File: config.mk
export PLATFORM = sky130hd
export DESIGN_NAME = sram_frame_scheduler
export DESIGN_NICKNAME = d
export VERILOG_FILES = /design/src/rtl/sram_frame_scheduler.sv
export SDC_FILE = /design/constraint.sdc
export NUM_CORES = 1
export LEC_CHECK = 0
export ABC_AREA = 0
export BUFFER_PORTS_ARGS = -buffer_cell sky130_fd_sc_hd__buf_2
export CAP_MARGIN = 5
export CELL_PAD_IN_SITES_DETAIL_PLACEMENT = 0
export CELL_PAD_IN_SITES_GLOBAL_PLACEMENT = 1
export CORE_ASPECT_RATIO = 0.7
export CORE_MARGIN = 1
export CORE_UTILIZATION = 35
export CTS_BUF_LIST = sky130_fd_sc_hd__clkbuf_4
export CTS_CLUSTER_SIZE = 10
export DETAILED_ROUTE_END_ITERATION = 10
export GPL_TIMING_DRIVEN = 0
export PLACE_DENSITY = 0.79
export SYNTH_ARGS = -nofsm -noshare
export SYNTH_HDL_FRONTEND = slang
export SYNTH_SLANG_ARGS = --single-unit
File: constraint.sdc
create_clock -name clock -period 1.8 [get_ports clock]
set_input_delay 0.36 -clock clock [delete_from_list [all_inputs] [get_ports clock]]
set_output_delay 0.36 -clock clock [all_outputs]
set_load 0.01 [all_outputs]
File: src/rtl/sram_frame_scheduler.sv
// Double-buffered frame scheduler in front of an SRAM image controller.
// Capture requests fill the two frame buffers in ring order, and readout
// requests drain them in the same order. Reads win when both are eligible.
// A watchdog aborts any transfer whose done pulse never arrives.
//
// state  | meaning
// -------+-------------------------------------------------------------
// IDLE   | no transfer granted; arbitrates pending capture/readout
// WRITE  | write_image_en high, controller filling buffer at wr_ptr
// READ   | read_image_en high, controller draining buffer at rd_ptr
module sram_frame_scheduler #(
    parameter logic [22:0] IMAGE_SIZE = 23'd64,
    parameter logic [12:0] BUF0_ADDR  = 13'd0,
    parameter logic [12:0] BUF1_ADDR  = 13'd4,
    parameter logic [15:0] TIMEOUT    = 16'd1024
) (
    input  logic        clock,
    input  logic        reset,
    input  logic        capture_req,
    input  logic        readout_req,
    input  logic        write_image_done,
    input  logic        read_image_done,
    output logic [22:0] image_size,
    output logic [12:0] image_start_addr,
    output logic        write_image_en,
    output logic        read_image_en,
    output logic [1:0]  frame_count,
    output logic        busy,
    output logic        frame_dropped,
    output logic        timeout_err
);

    typedef enum logic [1:0] {
        ST_IDLE  = 2'd0,
        ST_WRITE = 2'd1,
        ST_READ  = 2'd2
    } state_t;

    state_t      state;
    logic        cap_pend;
    logic        rd_pend;
    logic        wr_ptr;
    logic        rd_ptr;
    logic [1:0]  full;
    logic [15:0] watchdog;

    logic        read_go;
    logic        write_go;
    logic        drop_go;
    logic        wd_expired;
    logic [12:0] wr_addr;
    logic [12:0] rd_addr;

    assign image_size  = IMAGE_SIZE;
    assign frame_count = {1'b0, full[0]} + {1'b0, full[1]};
    assign busy        = (state != ST_IDLE);

    // Arbitration in IDLE: a readable frame beats a capture; a capture with
    // no free buffer is dropped instead of waiting. Because the buffers form
    // a ring, full[wr_ptr] set means both buffers hold frames.
    always_comb begin
        read_go    = (state == ST_IDLE) && rd_pend && full[rd_ptr];
        write_go   = (state == ST_IDLE) && !read_go && cap_pend && !full[wr_ptr];
        drop_go    = (state == ST_IDLE) && !read_go && cap_pend && full[wr_ptr];
        wd_expired = (watchdog == (TIMEOUT - 16'd1));
        wr_addr    = wr_ptr ? BUF1_ADDR : BUF0_ADDR;
        rd_addr    = rd_ptr ? BUF1_ADDR : BUF0_ADDR;
    end

    // Pending request flags: a new pulse always wins over the clear, so a
    // request landing on the grant edge is kept for the next round.
    always_ff @(posedge clock or posedge reset) begin
        if (reset) begin
            cap_pend <= 1'b0;
            rd_pend  <= 1'b0;
        end else begin
            if (capture_req)
                cap_pend <= 1'b1;
            else if (write_go || drop_go)
                cap_pend <= 1'b0;

            if (readout_req)
                rd_pend <= 1'b1;
            else if (read_go)
                rd_pend <= 1'b0;
        end
    end

    // Transfer FSM with registered grants, buffer bookkeeping and watchdog.
    always_ff @(posedge clock or posedge reset) begin
        if (reset) begin
            state            <= ST_IDLE;
            wr_ptr           <= 1'b0;
            rd_ptr           <= 1'b0;
            full             <= 2'b00;
            watchdog         <= 16'd0;
            write_image_en   <= 1'b0;
            read_image_en    <= 1'b0;
            image_start_addr <= BUF0_ADDR;
            frame_dropped    <= 1'b0;
            timeout_err      <= 1'b0;
        end else begin
            frame_dropped <= 1'b0;
            timeout_err   <= 1'b0;
            case (state)
                ST_IDLE: begin
                    if (read_go) begin
                        state            <= ST_READ;
                        read_image_en    <= 1'b1;
                        image_start_addr <= rd_addr;
                        watchdog         <= 16'd0;
                    end else if (write_go) begin
                        state            <= ST_WRITE;
                        write_image_en   <= 1'b1;
                        image_start_addr <= wr_addr;
                        watchdog         <= 16'd0;
                    end else if (drop_go) begin
                        frame_dropped    <= 1'b1;
                    end
                end
                ST_WRITE: begin
                    if (write_image_done) begin
                        full[wr_ptr]   <= 1'b1;
                        wr_ptr         <= ~wr_ptr;
                        state          <= ST_IDLE;
                        write_image_en <= 1'b0;
                    end else if (wd_expired) begin
                        state          <= ST_IDLE;
                        write_image_en <= 1'b0;
                        timeout_err    <= 1'b1;
                    end else begin
                        watchdog       <= watchdog + 16'd1;
                    end
                end
                ST_READ: begin
                    if (read_image_done) begin
                        full[rd_ptr]  <= 1'b0;
                        rd_ptr        <= ~rd_ptr;
                        state         <= ST_IDLE;
                        read_image_en <= 1'b0;
                    end else if (wd_expired) begin
                        state         <= ST_IDLE;
                        read_image_en <= 1'b0;
                        timeout_err   <= 1'b1;
                    end else begin
                        watchdog      <= watchdog + 16'd1;
                    end
                end
                default: begin
                    state          <= ST_IDLE;
                    write_image_en <= 1'b0;
                    read_image_en  <= 1'b0;
                end
            endcase
        end
    end

endmodule

==> flow_summary.toml <==
[critical_path]
end_kind = "flip-flop"
critPathLaunchType = "flip-flop"
cp_cell_sequence = "inv_2 -> ha_4 -> nand2_2 -> and3_4 -> a21bo_4 -> buf_6 -> o21ai_1 -> o41ai_2"
crit_buf_inv = 2
critPathTopFamily = "compound AO/OA/AOI/OAI gates"
required_ns = 2.03
crit_slowest_cell = "dfrtp_2"
critPathMaxStageDelay_ns = 0.42
arrival_ns = 1.96
crit_type = "reg2reg"
cp_max_fo = 10

[placement]
place_area_um2 = 2260
portBuffers = 13
dp.cells = 330
hpwl_um = 3130
place_congestion = 0.786

[cells_and_area]
final_layout_size_suffix_gt1_share_pct = 37.0
final_net_count = 281
num-fill-cells = 519
final_cells = 342
final_cell_mix = "buf_4 (40), conb_1 (35), dfrtp_1 (26), nand2_1 (16), buf_2 (14)"
multiInputGateArea_um2 = 1170
seq_area_um2 = 729
postLayoutCellArea_um2 = 2490
num_antenna_cells = 0
final_common_cell = "buf_4"
fin_util_pct = 46.6
area_growth_pct = 25.4

[sta]
setup_violations = 0
hold_viol_final = 0
period_needed_ns = 1.74
maxSlewHeadroom_pct = 24.9
fin_worst_skew_ns = 0.00690
fmax_ghz = 0.576
worst_pin_slew_ns = 1.12
post-route-period-util_pct = 96.4
slew_viol_final = 0

[power]
irDropWorstVdd_v = 0.000464
power.total_mw = 3.33
powerDensity_nw_per_um2 = 1340
p_leak_nw = 1.20

[cts]
numCtsBuffers = 5
cts_sinks = 29
h-tree-depth = 2
path_clk_slew_ns = 0.09
root_buffer = "clkbuf_4"
clk_latency_ns = 0.34
cts_buffer_depth = 2
cts_tree = "yes"

[floorplanning]
die-height_um = 65.0
core_um2 = 5340
die_x_um = 92.0
placementRows = 22
die_area_um2 = 5980
start_util_pct = 37.1
io-pin-count = 49

[yosys]
netlist_area_um2 = 1980
synthFlopType = "dfrtp_1"
synth_top_area_share_pct = 36.6
synthDistinctLibCells = 51
synth_top_cell_by_area = "dfrtp_1"
yosysWarnings = 0
avgSynthCellArea_um2 = 9.35
ys_ff_latch = 29
synthCells = 212
synth-edff-count = 0
synth-async-reset-ratio_pct = 100
yosysSeqAreaShare_pct = 36.6
synthTopCellsByArea = "dfrtp_1 (37%), buf_4 (14%), ha_1 (3.8%), nand2_1 (3.4%), a21oi_1 (3.3%)"

[route]
dr.pass1.iters = 4
wire_per_inst_um = 13.0
routed_wl_um = 4440
drtIter0Drc = 115
dr_total_vias = 1665
avgViaCountPerCell = 4.87
drtAntennaViolNets = 0
drc = 0

[global_routing]
grt_pass1_vias = 1386
antenna_found_initial = 0
grt_pass1_wl_um = 6930
grt-ovfl-total = 0
track_usage_pct = 15.3
grt_max_degree = 30

[min_path]
min_path_type = "in2reg"

[status]
outcome = "completed"

[run]
timing.max_cap.violations = 0
## metal layers
| layer | global-route usage, % | up-vias | part of all wire [%] |
|---|---|---|---|
| li1 | - | 828 | - |
| met1 | 22.2 | 767 | 50 |
| met2 | 20.3 | 60 | 41 |
| met3 | 3.52 | 10 | 6.4 |
| met4 | 9.18 | 0 | 2.5 |
| met5 | 0 | - | 0 |
## layout make-up
class,count,area share (%)
sequential,29,29.3
tap,72,3.62
inverter,7,1.06
clock buffer,8,2.42
buffer,41,12.7
multi-input combinational,168,47.1
timing repair buffer,17,3.82
## synth_stat cells, types with 3 or more instances
library cell and n:
nor2_1 7, nand2_1 18, o21ai_0 11, a41oi_1 5, buf_4 36, o31ai_1 8, and3_1 5, nand3_1 4
a21o_1 3, nor3_1 3, inv_1 7, a21oi_1 13, ha_1 6, a31oi_1 3, nand4_1 5, nor2b_1 3
dfrtp_1 29
## logic make-up after synthesis
logic type               after synthesis  share of synthesized area (%)
flip-flops                            29                           36.6
AO/OA/AOI/OAI                         62                           22.9
AND/OR/NAND/NOR                       61                           17.8
other                                  2                          0.379
adder cells (fa/ha/maj)                6                           3.79
multiplexers                           2                           1.26
XOR/XNOR                               2                          0.883
buffers and inverters                 48                           16.4
## stage by stage
stage	setup TNS, ns	setup WS [ns]	hold slack [ns]
2_1_floorplan	0	0.0798	0.438
3_3_place_gp	-1.80	-0.194	0.478
3_5_place_dp	-1.58	-0.172	0.497
4_1_cts	0	0.00493	0.182
5_1_grt	-0.00623	-0.00488	0.175
6_report	0	0.0641	0.191
## what timing repair did
action                     CTS  global route
hold buffers                 0             0
setup buffers                2             2
cloned                       0             0
setup endpoints to repair   19            22
pin swaps                    0             2
resized for setup           15            27
## flip-flops by register name (all words and copies together) (netlist names)
register and count:
timeout_err 1, read_image_en 1, rd_pend 1, state 2
image_start_addr 1, frame_dropped 1, write_image_en 1, full 2
rd_ptr 1, wr_ptr 1, watchdog 16, cap_pend 1
## power breakdown
group | leakage, nW | total, mW | internal, mW | switching, mW
sequential | 0.377 | 0.993 | 0.810 | 0.183
clock | 0.0368 | 0.427 | 0.200 | 0.227
combinational | 0.784 | 1.91 | 0.798 | 1.11
total | 1.20 | 3.33 | 1.81 | 1.52
## worst paths after layout
| kind | start | slack [ns] | to | depth (start not counted) |
|---|---|---|---|---|
| max | state[1]$_DFFE_PP0P_ | 0.06 | watchdog[10]$_DFFE_PP0P_ | 8 |
| min | readout_req | 0.19 | rd_pend$_DFFE_PP0P_ | 2 |
| max reg2reg | state[1]$_DFFE_PP0P_ | 0.06 | watchdog[10]$_DFFE_PP0P_ | 8 |
| min reg2reg | image_start_addr[2]$_DFFE_PP0P_ | 0.53 | image_start_addr[2]$_DFFE_PP0P_ | 1 |
| max in group asynchronous | reset | 0.76 | state[0]$_DFFE_PP0P_ | 2 |
| min in group asynchronous | reset | 0.29 | watchdog[4]$_DFFE_PP0P_ | 2 |
(Power assumes the default switching activity.)
